$ cat src/rtl/mult_unsigned_seq_residue_if.sv
// Operand/result stream bundle for the sequential residue-checked multiplier.
// slave is the multiplier side; master is the source/consumer side.
interface mult_unsigned_seq_residue_if #(
  parameter int unsigned WIDTH     = 4,
  parameter int unsigned MAX_RETRY = 2
);
  localparam int unsigned RW = (MAX_RETRY > 0) ? $clog2(MAX_RETRY + 1) : 1;

  logic               in_valid;
  logic               in_ready;
  logic [WIDTH-1:0]   a;
  logic [WIDTH-1:0]   b;
  logic               fault_inj;
  logic               out_valid;
  logic               out_ready;
  logic [2*WIDTH-1:0] p;
  logic               err;
  logic [RW-1:0]      retries;

  modport slave (
    input  in_valid, a, b, fault_inj, out_ready,
    output in_ready, out_valid, p, err, retries
  );

  modport master (
    output in_valid, a, b, fault_inj, out_ready,
    input  in_ready, out_valid, p, err, retries
  );
endinterface

$ cat src/rtl/mult_unsigned_seq_residue.sv
// Radix-2 shift-add unsigned multiplier with a mod-3 residue check on the product
// and bounded recompute when the check fails.
module mult_unsigned_seq_residue #(
  parameter int unsigned WIDTH     = 4,
  parameter int unsigned MAX_RETRY = 2
) (
  input  logic                        clk,
  input  logic                        rst,
  mult_unsigned_seq_residue_if.slave  bus
);
  localparam int unsigned RW = (MAX_RETRY > 0) ? $clog2(MAX_RETRY + 1) : 1;
  localparam int unsigned PW = 2 * WIDTH;
  localparam int unsigned CW = $clog2(WIDTH);

  typedef enum logic [1:0] {S_IDLE, S_CALC, S_CHECK, S_DONE} state_e;

  state_e           state_q,    state_d;
  logic [WIDTH-1:0] a_hold_q,   a_hold_d;
  logic [WIDTH-1:0] b_hold_q,   b_hold_d;
  logic [PW-1:0]    mcand_q,    mcand_d;
  logic [WIDTH-1:0] mplier_q,   mplier_d;
  logic [PW-1:0]    acc_q,      acc_d;
  logic [CW-1:0]    cnt_q,      cnt_d;
  logic [RW-1:0]    retry_q,    retry_d;
  logic             in_ready_q, in_ready_d;
  logic             out_valid_q, out_valid_d;
  logic [PW-1:0]    p_q,        p_d;
  logic             err_q,      err_d;

  logic [1:0] ra, rb, rab, rp;
  logic       res_match;

  // Bit pairs carry weight 4^k == 1 (mod 3), so summing pairs with a running fold gives the residue.
  function automatic logic [1:0] mod3(input logic [PW-1:0] v);
    logic [2:0] r;
    r = '0;
    for (int i = 0; i < int'(PW); i += 2) begin
      r = r + 3'(v[i +: 2]);
      if (r >= 3'd3) r = r - 3'd3;
    end
    return r[1:0];
  endfunction

  always_comb begin
    ra        = mod3(PW'(a_hold_q));
    rb        = mod3(PW'(b_hold_q));
    rab       = mod3(PW'({2'b00, ra} * {2'b00, rb}));
    rp        = mod3(acc_q ^ PW'(bus.fault_inj));
    res_match = (rab == rp);
  end

  always_comb begin
    state_d     = state_q;
    a_hold_d    = a_hold_q;
    b_hold_d    = b_hold_q;
    mcand_d     = mcand_q;
    mplier_d    = mplier_q;
    acc_d       = acc_q;
    cnt_d       = cnt_q;
    retry_d     = retry_q;
    in_ready_d  = in_ready_q;
    out_valid_d = out_valid_q;
    p_d         = p_q;
    err_d       = err_q;

    unique case (state_q)
      S_IDLE: begin
        if (bus.in_valid && in_ready_q) begin
          a_hold_d   = bus.a;
          b_hold_d   = bus.b;
          mcand_d    = PW'(bus.a);
          mplier_d   = bus.b;
          acc_d      = '0;
          cnt_d      = CW'(WIDTH - 1);
          retry_d    = '0;
          in_ready_d = 1'b0;
          state_d    = S_CALC;
        end
      end
      S_CALC: begin
        if (mplier_q[0]) acc_d = acc_q + mcand_q;
        mcand_d  = mcand_q << 1;
        mplier_d = mplier_q >> 1;
        cnt_d    = cnt_q - CW'(1);
        if (cnt_q == '0) state_d = S_CHECK;
      end
      S_CHECK: begin
        if (res_match) begin
          p_d         = acc_q;
          err_d       = 1'b0;
          out_valid_d = 1'b1;
          state_d     = S_DONE;
        end else if (retry_q < RW'(MAX_RETRY)) begin
          retry_d  = retry_q + RW'(1);
          acc_d    = '0;
          mcand_d  = PW'(a_hold_q);
          mplier_d = b_hold_q;
          cnt_d    = CW'(WIDTH - 1);
          state_d  = S_CALC;
        end else begin
          // Retries exhausted: report the raw accumulator and flag it untrusted.
          p_d         = acc_q;
          err_d       = 1'b1;
          out_valid_d = 1'b1;
          state_d     = S_DONE;
        end
      end
      S_DONE: begin
        if (bus.out_ready) begin
          out_valid_d = 1'b0;
          in_ready_d  = 1'b1;
          state_d     = S_IDLE;
        end
      end
      default: state_d = S_IDLE;
    endcase
  end

  always_ff @(posedge clk) begin
    if (rst) begin
      state_q     <= S_IDLE;
      a_hold_q    <= '0;
      b_hold_q    <= '0;
      mcand_q     <= '0;
      mplier_q    <= '0;
      acc_q       <= '0;
      cnt_q       <= '0;
      retry_q     <= '0;
      in_ready_q  <= 1'b1;
      out_valid_q <= 1'b0;
      p_q         <= '0;
      err_q       <= 1'b0;
    end else begin
      state_q     <= state_d;
      a_hold_q    <= a_hold_d;
      b_hold_q    <= b_hold_d;
      mcand_q     <= mcand_d;
      mplier_q    <= mplier_d;
      acc_q       <= acc_d;
      cnt_q       <= cnt_d;
      retry_q     <= retry_d;
      in_ready_q  <= in_ready_d;
      out_valid_q <= out_valid_d;
      p_q         <= p_d;
      err_q       <= err_d;
    end
  end

  assign bus.in_ready  = in_ready_q;
  assign bus.out_valid = out_valid_q;
  assign bus.p         = p_q;
  assign bus.err       = err_q;
  assign bus.retries   = retry_q;
endmodule

$ cat src/flat_wrapper.sv
// flat-port wrapper written by rule: the top's interface ports become plain ports
module mult_unsigned_seq_residue_flat 
#(
  parameter int unsigned WIDTH     = 4,
  parameter int unsigned MAX_RETRY = 2
)
  (clk, rst, bus_in_valid, bus_a, bus_b, bus_fault_inj, bus_out_ready, bus_in_ready, bus_out_valid, bus_p, bus_err, bus_retries);
  mult_unsigned_seq_residue_if #(.WIDTH(WIDTH), .MAX_RETRY(MAX_RETRY)) bus_i ();
  input  logic clk;
  input  logic rst;
  input wire logic [$bits(bus_i.in_valid)-1:0] bus_in_valid;
  input wire logic [$bits(bus_i.a)-1:0] bus_a;
  input wire logic [$bits(bus_i.b)-1:0] bus_b;
  input wire logic [$bits(bus_i.fault_inj)-1:0] bus_fault_inj;
  input wire logic [$bits(bus_i.out_ready)-1:0] bus_out_ready;
  output wire logic [$bits(bus_i.in_ready)-1:0] bus_in_ready;
  output wire logic [$bits(bus_i.out_valid)-1:0] bus_out_valid;
  output wire logic [$bits(bus_i.p)-1:0] bus_p;
  output wire logic [$bits(bus_i.err)-1:0] bus_err;
  output wire logic [$bits(bus_i.retries)-1:0] bus_retries;
  assign bus_i.in_valid = bus_in_valid;
  assign bus_i.a = bus_a;
  assign bus_i.b = bus_b;
  assign bus_i.fault_inj = bus_fault_inj;
  assign bus_i.out_ready = bus_out_ready;
  assign bus_in_ready = bus_i.in_ready;
  assign bus_out_valid = bus_i.out_valid;
  assign bus_p = bus_i.p;
  assign bus_err = bus_i.err;
  assign bus_retries = bus_i.retries;
  mult_unsigned_seq_residue #(.WIDTH(WIDTH), .MAX_RETRY(MAX_RETRY)) u_core (.clk(clk), .rst(rst), .bus(bus_i));
endmodule
$ cat config.mk
export PLATFORM = sky130hd
export DESIGN_NAME = mult_unsigned_seq_residue_flat
export DESIGN_NICKNAME = d
export VERILOG_FILES = /design/src/rtl/mult_unsigned_seq_residue_if.sv /design/src/rtl/mult_unsigned_seq_residue.sv /design/src/flat_wrapper.sv
export SDC_FILE = /design/constraint.sdc
export NUM_CORES = 1
export LEC_CHECK = 0
export CAP_MARGIN = 15
export CORE_MARGIN = 2
export CORE_UTILIZATION = 60
export CTS_BUF_LIST = sky130_fd_sc_hd__clkbuf_4 sky130_fd_sc_hd__clkbuf_8
export CTS_CLUSTER_DIAMETER = 200
export DETAILED_ROUTE_END_ITERATION = 10
export HOLD_SLACK_MARGIN = 0.02
export PLACE_DENSITY = 0.81
export REMOVE_ABC_BUFFERS = 1
export SLEW_MARGIN = 20
export SYNTH_ARGS = -nofsm -noshare
export SYNTH_HDL_FRONTEND = slang
export SYNTH_SLANG_ARGS = --single-unit
export TNS_END_PERCENT = 30
$ cat constraint.sdc
create_clock -name clk -period 8.2 [get_ports clk]
set_input_delay 1.64 -clock clk [delete_from_list [all_inputs] [get_ports clk]]
set_output_delay 1.64 -clock clk [all_outputs]
set_load 0.05 [all_outputs]
==> impl_metrics.json, run 1 <==
{
  "slew_headroom_pct": 55.8,
  "numCtsBuffers": 5,
  "ys_seq_area_share_pct": 26.9,
  "p_leak_uw": 0.00158,
  "critPathKind": "primary input to register",
  "period_share_pct": 95.9,
  "tns_ns": 0,
  "grt_setup_unrepaired": "true",
  "hold_buffers": 0,
  "synthArstFlopShare_pct": 0,
  "drive_above_1_share_pct": 8.39,
  "via_per_inst": 5.93,
  "ys_warn_count": 0,
  "die_y_um": 78.7,
  "area_growth_pct": 14.3,
  "clockBufferDepth": 2,
  "maxCapViolations": 0,
  "via_count": 2971,
  "met1_usage_pct": 31.5,
  "ant_nets": 0,
  "portBuffers": 25,
  "die-area_mm2": 0.00619,
  "dp_hpwl_um": 5300,
  "setup_viol": 0,
  "cts_num_sinks": 45,
  "outcome": "finished clean",
  "grt_usage_pct": 24.6,
  "cp_common_cell": "ha_1",
  "use_met3_pct": 3.41,
  "period_minus_slack_ns": 7.87,
  "synth.top_cells.by_count": "nand2_1, dfxtp_1, a21oi_1",
  "synthCells": 405,
  "hold_viol": 0,
  "gr-total-overflow": 0,
  "io_pins": 26,
  "report.final.slew_viol_count": 0,
  "skew_ns": 0.00785,
  "ys_types": 59,
  "core_area_mm2": 0.00544,
  "synth_ff_type": "dfxtp_1",
  "max_freq_mhz": 127,
  "wl_per_cell_um": 14.7,
  "irDropWorstVdd_v": 0.000142,
  "ys_ff_latch": 45,
  "grt_pass1_wl_um": 12500,
  "diodes": 0,
  "grt-busiest-layer": "met2",
  "synth_most_common_cell": "nand2_1",
  "crit_path_max_fanout": 8,
  "synth_edf_count": 0,
  "netlist_area_mm2": 0.00335,
  "critPathBufInv": 8,
  "tightest_slew_ns": 0.663,
  "hold_slack_ns": 0.460,
  "antenna_found_initial": 0,
  "clk_pin_slew_worst_paths_ns": 0.09,
  "layout.nets": 482,
  "route.detailed.drc": 0,
  "cp.arrival_ns": 8.09,
  "final_util_pct": 70.4,
  "drt_iter0_drc": 179,
  "initial_core_util_pct": 61.6,
  "clkLatencyLatePin_ns": 0.30,
  "grt_max_degree": 52,
  "yosysTopAreaCell": "dfxtp_1",
  "core.rowCount": 27,
  "cts-root-buf": "clkbuf_8",
  "drtPass1Iterations": 5,
  "htree_num_levels": 2,
  "cpMaxStageDelayCell": "fa_1",
  "grt_pass1_vias": 2813,
  "critical-path-max-stage-delay_ns": 0.52,
  "cts_tree": "yes",
  "worstSetupStartpointType": "primary input",
  "synthTopCellsByArea": "dfxtp_1, ha_1, nand2_1",
  "hp-class": "register to register",
  "drt_wl_total_um": 7370,
  "power_density_mw_per_mm2": 244,
  "required_ns": 8.42,
  "synth_top_area_share_pct": 26.9,
  "die_x_um": 78.7,
  "grt_use_met2_pct": 43.3,
  "globalplace.congestion": 0.879,
  "endpoint_kind": "register",
  "crit_family": "adder cells",
  "synth_area_per_cell_um2": 8.27
}
## sequential cells by signal, indices dropped and copies added, names as in the netlist
signal and flops:
u_core.bus.in_ready 1, u_core.cnt_q 2, u_core.a_hold_q 4, u_core.acc_q 8
u_core.state_q 2, u_core.bus.out_valid 1, u_core.b_hold_q 4, u_core.bus.retries 2
u_core.bus.err 1, u_core.mplier_q 4, u_core.mcand_q 8, u_core.bus.p 8
## cells by family (layout without fill, tap and decap cells)
logic type,after synthesis,count (layout),share of synthesized area [%]
AOI/OAI and AO/OA,107,107,22.5
adders and majority gates,41,41,16.9
buffers and inverters,47,71,5.42
and+or+nand+nor,142,142,21.6
xor gates and xnor gates,13,13,3.62
DFF,45,45,26.9
muxes,10,10,3.03
## worst reg2reg max path: cells and delay by family, from the launching register on
family,cells,cell delay (ns)
xor+xnor,1,0.17
buf+inv,2,0.13
fa+ha+maj,12,3.30
flops,1,0.38
compound gates,8,1.61
simple gates,8,1.99
## report_power, final
part           switching, µW  internal [µW]  total, µW
clock                   77.1           76.3        153
sequential              29.5            252        282
combinational            299            200        499
## area by class of cell
class / instances / area [µm²]
clock buffer: 7 / 96.3
clock inverter: 1 / 5.00
fill: 469 / 1610
inverter: 31 / 116
multi-input combinational: 313 / 2310
sequential: 45 / 901
tap: 72 / 90.1
timing repair buffer: 32 / 307
## cells in the final DEF, fill, tap and decap left out, drive strengths merged, types with 3 or more instances in the layout
cell type      count
nand2b            11
nand4b             4
nand2             50
inv               31
nor2b              9
dfxtp             45
o32ai              8
xnor2              9
and2               6
a21o               5
nor3b              5
clkbuf             7
nand3              5
nor3               8
a211o              7
xor2               4
mux2i              9
ha                34
clkdlybuf4s50     25
fa                 7
a32oi              3
o21ai             14
a22oi              6
nand3b             3
buf                7
a21oi             37
a211oi             6
nor2              29
## metal layers
metal,vias up,wire length [µm]
met5,-,0
met1,1423,3400
met3,11,190
li1,1492,-
met4,0,120
met2,45,3650
## stage by stage
step                      worst slack, ns  std cells  area, µm²  power [µW]
final                               0.332        501       3830         934
after global routing              -0.0826        501       3830        1010
after CTS                          0.0575        499       3760         916
after detailed placement           -0.258        491       3660         762
after global placement              0.112        491       3660         751
after floorplan                    0.0738        389       3280         646
## path summary, 6_finish.rpt
| path | slack [ns] | end | start | cells past startpoint |
|---|---|---|---|---|
| hold / removal | 0.46 | u_core.mplier_q[1] | u_core.mplier_q[1] | 2 |
| setup reg to reg | 0.54 | u_core.acc_q[7] | u_core.b_hold_q[0] | 31 |
| hold reg to reg | 0.46 | u_core.mplier_q[1] | u_core.mplier_q[1] | 2 |
| setup / recovery | 0.33 | u_core.acc_q[7] | bus_fault_inj | 34 |
## repair_timing
item                                    in CTS  in global routing
buffers inserted                             0                  2
endpoints found under the setup margin       0                 33
resized for setup                            0                 13
endpoints found under the hold margin        0                  0
Power figures use the tool's default switching activity.
==> run 2: changes to the inputs <==
==> constraint.sdc (replaced) <==
create_clock -name clk -period 8.2 [get_ports clk]
set_input_delay 1.23 -clock clk [delete_from_list [all_inputs] [get_ports clk]]
set_output_delay 1.23 -clock clk [all_outputs]
set_load 0.05 [all_outputs]
==> run 2 against run 1 <==
Compared with the run above:
- sequential cell count unchanged
- core utilization shrank 0.37 points
- via count is 0.91% lower
- non-clock buffer count down 1
- cell count down 0.40%
- sequential power hardly changed
==> impl_metrics.json, run 2 (synthesized netlist as in run 1, its figures left out) <==
{
  "period_share_pct": 94.8,
  "cts_tree": "yes",
  "grt_max_degree": 52,
  "critPathKind": "register to register",
  "hp-class": "register to register",
  "slew_headroom_pct": 54.7,
  "initial_core_util_pct": 61.6,
  "area_growth_pct": 13.8,
  "power_uw": 917,
  "drt_iter0_drc": 182,
  "hold_buffers": 0,
  "skew_ns": 0.00844,
  "outcome": "finished clean",
  "gr-total-overflow": 0,
  "io_pins": 26,
  "drive_above_1_share_pct": 7.73,
  "cp_common_cell": "ha_1",
  "drt_wl_total_um": 7250,
  "final.fill_count": 458,
  "portBuffers": 25,
  "p_leak_uw": 0.00156,
  "regArea_um2": 901,
  "via_per_inst": 5.90,
  "r2r_end": "u_core.acc_q[7]",
  "route.detailed.drc": 0,
  "drtPass1Iterations": 4,
  "cts_num_sinks": 45,
  "power_density_mw_per_mm2": 241,
  "numCtsBuffers": 5,
  "crit_path_max_fanout": 11,
  "cp.arrival_ns": 7.99,
  "reg2regPathDepth": 32,
  "diodes": 0,
  "grt_usage_pct": 24.3,
  "report.final.slew_viol_count": 0,
  "clk_pin_slew_worst_paths_ns": 0.08,
  "final_cell_mix": "nand2_1, dfxtp_1, a21oi_1",
  "dp_hpwl_um": 5290,
  "htree_num_levels": 2,
  "core.rowCount": 27,
  "die-area_mm2": 0.00619,
  "required_ns": 8.42,
  "ant_nets": 0,
  "die_y_um": 78.7,
  "irDropWorstVdd_v": 0.000123,
  "grt_pass1_wl_um": 12400,
  "layout.nets": 481,
  "cpMaxStageDelayCell": "fa_1",
  "setup_ws_ns": 0.422,
  "hp-start": "u_core.mplier_q[1]",
  "maxCapViolations": 0,
  "cts-root-buf": "clkbuf_8",
  "min_to": "u_core.mplier_q[1]",
  "globalplace.congestion": 0.840,
  "worstSetupStartpointType": "register",
  "mostFrequentLayoutCell": "nand2_1",
  "endpoint_kind": "register",
  "setup_viol": 0,
  "max_freq_mhz": 129,
  "dp_slack_ns": 0.0215,
  "reg2reg_from": "u_core.b_hold_q[0]",
  "tightest_slew_ns": 0.680,
  "hold_depth": 2,
  "via_count": 2944,
  "die_x_um": 78.7,
  "antenna_found_initial": 0,
  "core_area_mm2": 0.00544,
  "critical-path-max-stage-delay_ns": 0.59,
  "period_minus_slack_ns": 7.78,
  "grt_pass1_vias": 2812,
  "hold_viol": 0,
  "wl_per_cell_um": 14.5,
  "r2r_slack_ns": 0.42,
  "multi_input_area_mm2": 0.00232,
  "clkLatencyLatePin_ns": 0.29,
  "clockBufferDepth": 2
}
run 2: area by class of cell:
class | count | share of cell area, %
tap | 72 | 2.37
multi-input combinational | 313 | 60.8
sequential | 45 | 23.7
clock buffer | 6 | 2.17
timing repair buffer | 31 | 7.75
inverter | 31 | 3.06
clock inverter | 1 | 0.197
run 2: report_power, final:
group	leakage [µW]	total, µW	internal, µW	switching [µW]
logic	0.00115	494	195	299
clock network	0.0000433	141	66.7	74.6
registers	0.000367	281	252	29.4
total	0.00156	917	514	403
run 2: through the flow:
stage,util [%],cells,setup TNS (ns),hold slack (ns),cell area [µm²]
3_3_place_gp,67.2,490,0,0.444,3650
4_1_cts,68.8,497,0,0.472,3740
6_report,70.0,499,0,0.467,3810
5_1_grt,70.0,499,-0.00497,0.491,3810
2_1_floorplan,-,389,0,0.425,3280
3_5_place_dp,67.2,490,0,0.459,3650
run 2: worst max path at each step:
stage / startpoint / endpoint / slack (ns) / cells past startpoint
after floorplan: bus_fault_inj / u_core.acc_q[3] / 0.48 / 32
after global placement: bus_fault_inj / u_core.bus.p[2] / 0.41 / 33
after detailed placement: bus_fault_inj / u_core.bus.p[0] / 0.02 / 33
after CTS: u_core.b_hold_q[0] / u_core.acc_q[7] / 0.22 / 33
after global routing: u_core.b_hold_q[0] / u_core.acc_q[5] / -0.005 / 33
final: u_core.b_hold_q[0] / u_core.acc_q[7] / 0.42 / 32
run 2: worst max-delay path: cells and delay by family (launching register included):
kind                       cells  cell delay [ns]
adders and majority gates     12             3.28
AOI/OAI and AO/OA              9             1.70
DFF                            1             0.39
xor gates and xnor gates       1             0.32
buffers and inverters          3             0.32
and+or+nand+nor                7             1.67
run 2: repair_timing:
| action | CTS | global route |
|---|---|---|
| setup buffers | 0 | 2 |
| gates resized for setup | 0 | 10 |
| endpoints found under the setup margin | 0 | 33 |
run 2: layer usage:
layer  up-vias  GRT usage, %  wire, µm
li1       1499             -         -
met1      1371          30.5      3340
met2        60          41.5      3520
met3        14          4.43       253
met4         0          9.12       129
met5         -             0         0
==> run 3: changes to the inputs <==
--- a/config.mk
+++ b/config.mk
@@ -7,13 +7,14 @@
 export LEC_CHECK = 0
 export CAP_MARGIN = 15
 export CORE_MARGIN = 2
-export CORE_UTILIZATION = 60
+export CORE_UTILIZATION = 30
 export CTS_BUF_LIST = sky130_fd_sc_hd__clkbuf_4 sky130_fd_sc_hd__clkbuf_8
 export CTS_CLUSTER_DIAMETER = 200
 export DETAILED_ROUTE_END_ITERATION = 10
 export HOLD_SLACK_MARGIN = 0.02
-export PLACE_DENSITY = 0.81
+export PLACE_DENSITY = 0.46
 export REMOVE_ABC_BUFFERS = 1
+export SKIP_CTS_REPAIR_TIMING = 1
 export SLEW_MARGIN = 20
 export SYNTH_ARGS = -nofsm -noshare
 export SYNTH_HDL_FRONTEND = slang
==> run 3 against run 2 <==
Compared with the run above:
- global-route usage shrank 11 points
- clock skew rose by 0.0091 ns
- critical path depth grew 1
- highest routed layer unchanged
==> impl_metrics.json, run 3 (synthesized netlist as in run 1, its figures left out) <==
{
  "outcome": "finished clean",
  "cts_num_sinks": 45,
  "reg2regPathDepth": 33,
  "irDropWorstVdd_v": 0.000129,
  "die-area_mm2": 0.0120,
  "area_growth_pct": 15.6,
  "min_to": "u_core.mplier_q[2]",
  "die_x_um": 110,
  "max_freq_mhz": 131,
  "wl_per_cell_um": 14.0,
  "hold_depth": 2,
  "p_leak_uw": 0.00156,
  "clockBufferDepth": 2,
  "clk_pin_slew_worst_paths_ns": 0.11,
  "via_per_inst": 5.03,
  "critPathKind": "register to register",
  "period_minus_slack_ns": 7.66,
  "worstSetupStartpointType": "register",
  "io_pins": 26,
  "cp.arrival_ns": 7.82,
  "hp-class": "register to register",
  "core.rowCount": 38,
  "tightest_slew_ns": 0.925,
  "dp_hpwl_um": 5840,
  "endpoint_kind": "register",
  "period_share_pct": 93.4,
  "placed_cells": 557,
  "cts-root-buf": "clkbuf_8",
  "instances_no_fill": 566,
  "hp-start": "u_core.mplier_q[2]",
  "cts_tree": "yes",
  "drt_iter0_drc": 135,
  "cpMaxStageDelayCell": "fa_1",
  "required_ns": 8.36,
  "clkPwrFrac_pct": 16.0,
  "die_y_um": 110,
  "gr-total-overflow": 0,
  "critical-path-max-stage-delay_ns": 0.59,
  "sw_frac_of_total_pct": 45.0,
  "layout.nets": 479,
  "via_count": 2848,
  "portBuffers": 25,
  "grt_pass1_vias": 2555,
  "report.final.slew_viol_count": 0,
  "tns_ns": 0,
  "clkLatencyLatePin_ns": 0.31,
  "seq_power_share_pct": 29.9,
  "core_area_mm2": 0.0109,
  "cp_common_cell": "ha_1",
  "numCtsBuffers": 5,
  "r2r_slack_ns": 0.54,
  "globalplace.congestion": 0.747,
  "grt_pass1_wl_um": 12800,
  "route.detailed.drc": 0,
  "crit_path_max_fanout": 20,
  "maxCapViolations": 0,
  "p_switching_uw": 424,
  "skew_ns": 0.0175,
  "drive_above_1_share_pct": 6.81,
  "power.internal_uw": 518,
  "power_density_mw_per_mm2": 243,
  "htree_num_levels": 2,
  "final_cell_mix": "nand2_1, dfxtp_1, a21oi_1",
  "antenna_found_initial": 0,
  "p_comb_share_pct": 54.1,
  "ant_nets": 0,
  "drtPass1Iterations": 6,
  "r2r_end": "u_core.acc_q[1]",
  "grt_usage_pct": 13.5,
  "setup_viol": 0,
  "mostFrequentLayoutCell": "nand2_1",
  "drt_wl_total_um": 7910,
  "diodes": 0,
  "slew_headroom_pct": 38.3,
  "reg2reg_from": "u_core.b_hold_q[0]",
  "grt_setup_unrepaired": "false",
  "initial_core_util_pct": 30.8,
  "grt_max_degree": 52,
  "hold_viol": 0
}
==> run 3: worst max-delay path by stage <==
stage / cells past startpoint / from / slack, ns / endpoint
6_report: 33 / u_core.b_hold_q[0] / 0.54 / u_core.acc_q[1]
4_1_cts: 33 / u_core.b_hold_q[0] / 0.13 / u_core.acc_q[3]
2_1_floorplan: 32 / bus_fault_inj / 0.48 / u_core.acc_q[3]
5_1_grt: 32 / u_core.b_hold_q[0] / 0.008 / u_core.acc_q[1]
3_3_place_gp: 32 / bus_fault_inj / 0.20 / u_core.bus.retries[0]
3_5_place_dp: 33 / bus_fault_inj / 0.03 / u_core.acc_q[3]
==> run 3: layout make-up <==
type,count,area [µm²]
fillers,1123,7020
multi-input cells,313,2300
flip-flops and latches,45,901
repair buffers,29,288
well taps,140,175
inverters,31,116
clock buffers,5,68.8
clock inverters,3,25.0
==> run 3: metrics by stage <==
| step | total power [µW] | setup WS [ns] | cell area (µm²) | util, % | hold WS (ns) |
|---|---|---|---|---|---|
| CTS | 946 | 0.125 | 3830 | 35.2 | 0.463 |
| floorplan | 646 | 0.484 | 3280 | - | 0.425 |
| detailed placement | 790 | 0.0262 | 3740 | 34.3 | 0.447 |
| global route | 1030 | 0.00751 | 3870 | 35.6 | 0.498 |
| finish | 943 | 0.541 | 3870 | 35.6 | 0.462 |
| global placement | 784 | 0.198 | 3740 | 34.3 | 0.442 |
==> run 3: power groups by stage <==
stage,registers (µW),clock network (µW),logic (µW)
floorplan,289,0,356
global placement,286,0,497
detailed placement,287,0,503
CTS,282,161,503
global route,287,169,574
finish,282,151,510
==> run 3: routing by layer <==
layer  global-route usage, %  routed length [µm]
met3                    2.43                 228
met4                    2.71                  62
met2                    22.2                3570
met5                       0                   0
met1                    18.6                4050
==> run 3: worst max-delay path, delay by kind of cell (launching register included) <==
kind | cells | cell delay (ns)
compound gates | 10 | 2.03
xor+xnor | 1 | 0.16
fa+ha+maj | 12 | 3.30
buf+inv | 3 | 0.31
flops | 1 | 0.39
simple gates | 7 | 1.30
==> edit (settings of run 1) <==
Encoding of `state_e`: now one-hot (4 bits for 4 states).
--- a/src/rtl/mult_unsigned_seq_residue.sv
+++ b/src/rtl/mult_unsigned_seq_residue.sv
@@ -13,5 +13,5 @@
   localparam int unsigned CW = $clog2(WIDTH);
 
-  typedef enum logic [1:0] {S_IDLE, S_CALC, S_CHECK, S_DONE} state_e;
+  typedef enum logic [3:0] {S_IDLE = 4'b0001, S_CALC = 4'b0010, S_CHECK = 4'b0100, S_DONE = 4'b1000} state_e;
 
   state_e           state_q,    state_d;
Behaviour: same outputs for any inputs over 10 cycles, from zero or initial values and one cycle with rst high; not proved beyond that.
==> edit against run 1 <==
  * Area after synthesis increased by 1.8%
  * Wire length grew 4.0%
  * Combinational power shrank 21%
  * Power fell by 3.2%
  * Sequential power increased by 7.1%
  * Sequential cell count increased by 2
  * Cell area is 3.6% higher
  * Worst setup slack better by 51 ps
  * Clock power grew 36%
  * Sequential share of layout area up 0.19 points
  * First-iteration DRC count shrank 5.6%
  * Die area is 1.7% higher
  * Critical path type unchanged
  * Highest routed layer unchanged
==> edit: results (changes against run 1) <==
* Status: finished, final reports clean (unchanged)
* Hold crit path type: reg2reg (unchanged)
* CP Max Fanout at 5 (was 8)
* Sequential area share after synthesis at 27.6% (was 26.9%)
* # port buffers at 25 (unchanged)
* Compound-Gate Fraction of Synth Area at 23.2% (was 22.5%)
* Initial antenna violation count at 0 (unchanged)
* Nets at 470 (was 482)
* WL met3 at 264 µm (was 190 µm)
* Synth Area in XOR/XNOR at 4.07% (was 3.62%)
* Rel. slew slack at 38.6% (was 55.8%)
* Clock buffer depth at 2 (unchanged)
* Via count at 2948 (was 2971)
* Share of cells above drive strength 1 at 11.4% (was 8.39%)
* Clk slew on worst S/H paths at 90 ps (about the same)
* Number of global-route vias before repair at 2843 (was 2813)
* Top-count cell post-synth: dfxtp_1 (was nand2_1)
* Max layer used: met4 (unchanged)
* Diode count at 0 (unchanged)
* Overall global routing resource usage at 24.8% (was 24.6%)
* Multiplexer area fraction after synthesis at 5.14% (was 3.03%)
* Largest net degree at the start of global routing at 57 (was 52)
* Number of synthesis warnings at 0 (unchanged)
* Wire per inst at 15.5 µm (was 14.7 µm)
* Metal-1 WL at 3460 µm (was 3400 µm)
* Root Driver: clkbuf_8 (unchanged)
* Worst IR Drop VDD at 0.216 mV (was 0.142 mV)
* Place WS at -253 ps (was -258 ps)
* Initial drt markers at 169 (was 179)
* First-pass GRT wire length at 12600 µm (was 12500 µm)
* Leak at 1.60 nW (was 1.58 nW)
* Synth Area in Adders at 14.8% (was 16.9%)
* Area occupied by multi-input gates at 2350 µm² (was 2310 µm²)
* Fillers at 427 (was 469)
* RD Place Congestion at 0.810 (was 0.879)
* Arr. time, crit path at 8010 ps (was 8090 ps)
* Synth cell count leaders: dfxtp_1 (47), nand2_1 (37), a21oi_1 (35), ha_1 (29), inv_1 (27) (was nand2_1 (50), dfxtp_1 (45), a21oi_1 (36), ha_1 (34), inv_1 (31))
* First drt pass iteration count at 5 (unchanged)
* Netlist cell types at 59 (unchanged)
* Dpl cell area at 3750 µm² (was 3660 µm²)
* Slowest-stage cell, CP: fa_1 (unchanged)
* Routed met2 length at 3850 µm (was 3650 µm)
* Crit-path max cell delay at 540 ps (was 520 ps)
* Worst Clk Skew at 8.63 ps (was 7.85 ps)
* H-tree depth at 2 (unchanged)
* Hpwl dp at 5410 µm (was 5300 µm)
* Synth top area cells: dfxtp_1 (28%), ha_1 (11%), a21oi_1 (5.1%) (was dfxtp_1 (27%), ha_1 (13%), nand2_1 (5.6%))
* TritonCTS Buffers at 5 (unchanged)
* Clk_lat worst skew at 310 ps
* Ys async rst share at 0% (unchanged)
[edit: cell types whose count changed after synthesis, sizes merged, moves of 4 or more]
cell and change:
nor2 -11, ha -5, nand2b +12, a22o +8, nand2 -12, nand4b -4
a32oi +4, a211oi +7, a211o -7, mux2i +7, nor3 +5, o21a +6
[edit: cell families (layout without fill, tap and decap cells)]
kind of cell,count (synthesis),in the layout
buffers and inverters,42,71
flip-flops,47,47
multiplexers,17,17
adder cells (fa/ha/maj),36,36
AND/OR/NAND/NOR,126,126
XOR/XNOR,15,15
AO/OA/AOI/OAI,110,110
[edit: path summary, 6_finish.rpt]
kind	depth (start not counted)	slack, ps	start	endpoint
setup / recovery	31	380	bus_fault_inj	u_core.bus.retries[0]
hold / removal	2	460	u_core.bus.out_valid	u_core.bus.out_valid
setup reg to reg	32	840	u_core.b_hold_q[0]	u_core.bus.retries[0]
hold reg to reg	2	460	u_core.bus.out_valid	u_core.bus.out_valid
[edit: per-stage QoR]
stage | total power, mW | cells
5_1_grt | 0.962 | 494
3_3_place_gp | 0.674 | 482
4_1_cts | 0.899 | 490
3_5_place_dp | 0.690 | 482
6_report | 0.904 | 494
2_1_floorplan | 0.595 | 379
[edit: area by class of cell]
cell class | count | share of cell area [%]
clock buffers | 5 | 1.74
inverters | 28 | 2.65
well taps | 72 | 2.27
repair buffers | 35 | 8.45
multi-input cells | 304 | 59.4
clock inverters | 3 | 1.80
flip-flops and latches | 47 | 23.7
[edit: metal layers]
metal / track usage [%] / up-vias
met5: 0 / -
met4: 6.38 / 0
met3: 2.83 / 8
met2: 44.7 / 70
met1: 31.4 / 1393
li1: - / 1477
[edit: report_power, final]
group | switching [mW] | leakage (nW) | internal (mW) | total, mW
sequential | 0.0377 | 0.382 | 0.264 | 0.302
clock | 0.0847 | 0.0703 | 0.124 | 0.208
combinational | 0.232 | 1.15 | 0.162 | 0.394
total | 0.355 | 1.60 | 0.549 | 0.904
[edit: what timing repair did]
item / 4_1_cts / 5_1_grt
setup endpoints to repair: 0 / 36
setup buffers: 0 / 4
gates resized for setup: 0 / 12
[edit: critical path: cells and delay by family]
kind | cells | cell delay [ps]
adders and majority gates | 10 | 2820
and+or+nand+nor | 6 | 1350
AOI/OAI and AO/OA | 5 | 910
muxes | 2 | 590
buffers and inverters | 6 | 420
xor gates and xnor gates | 2 | 260
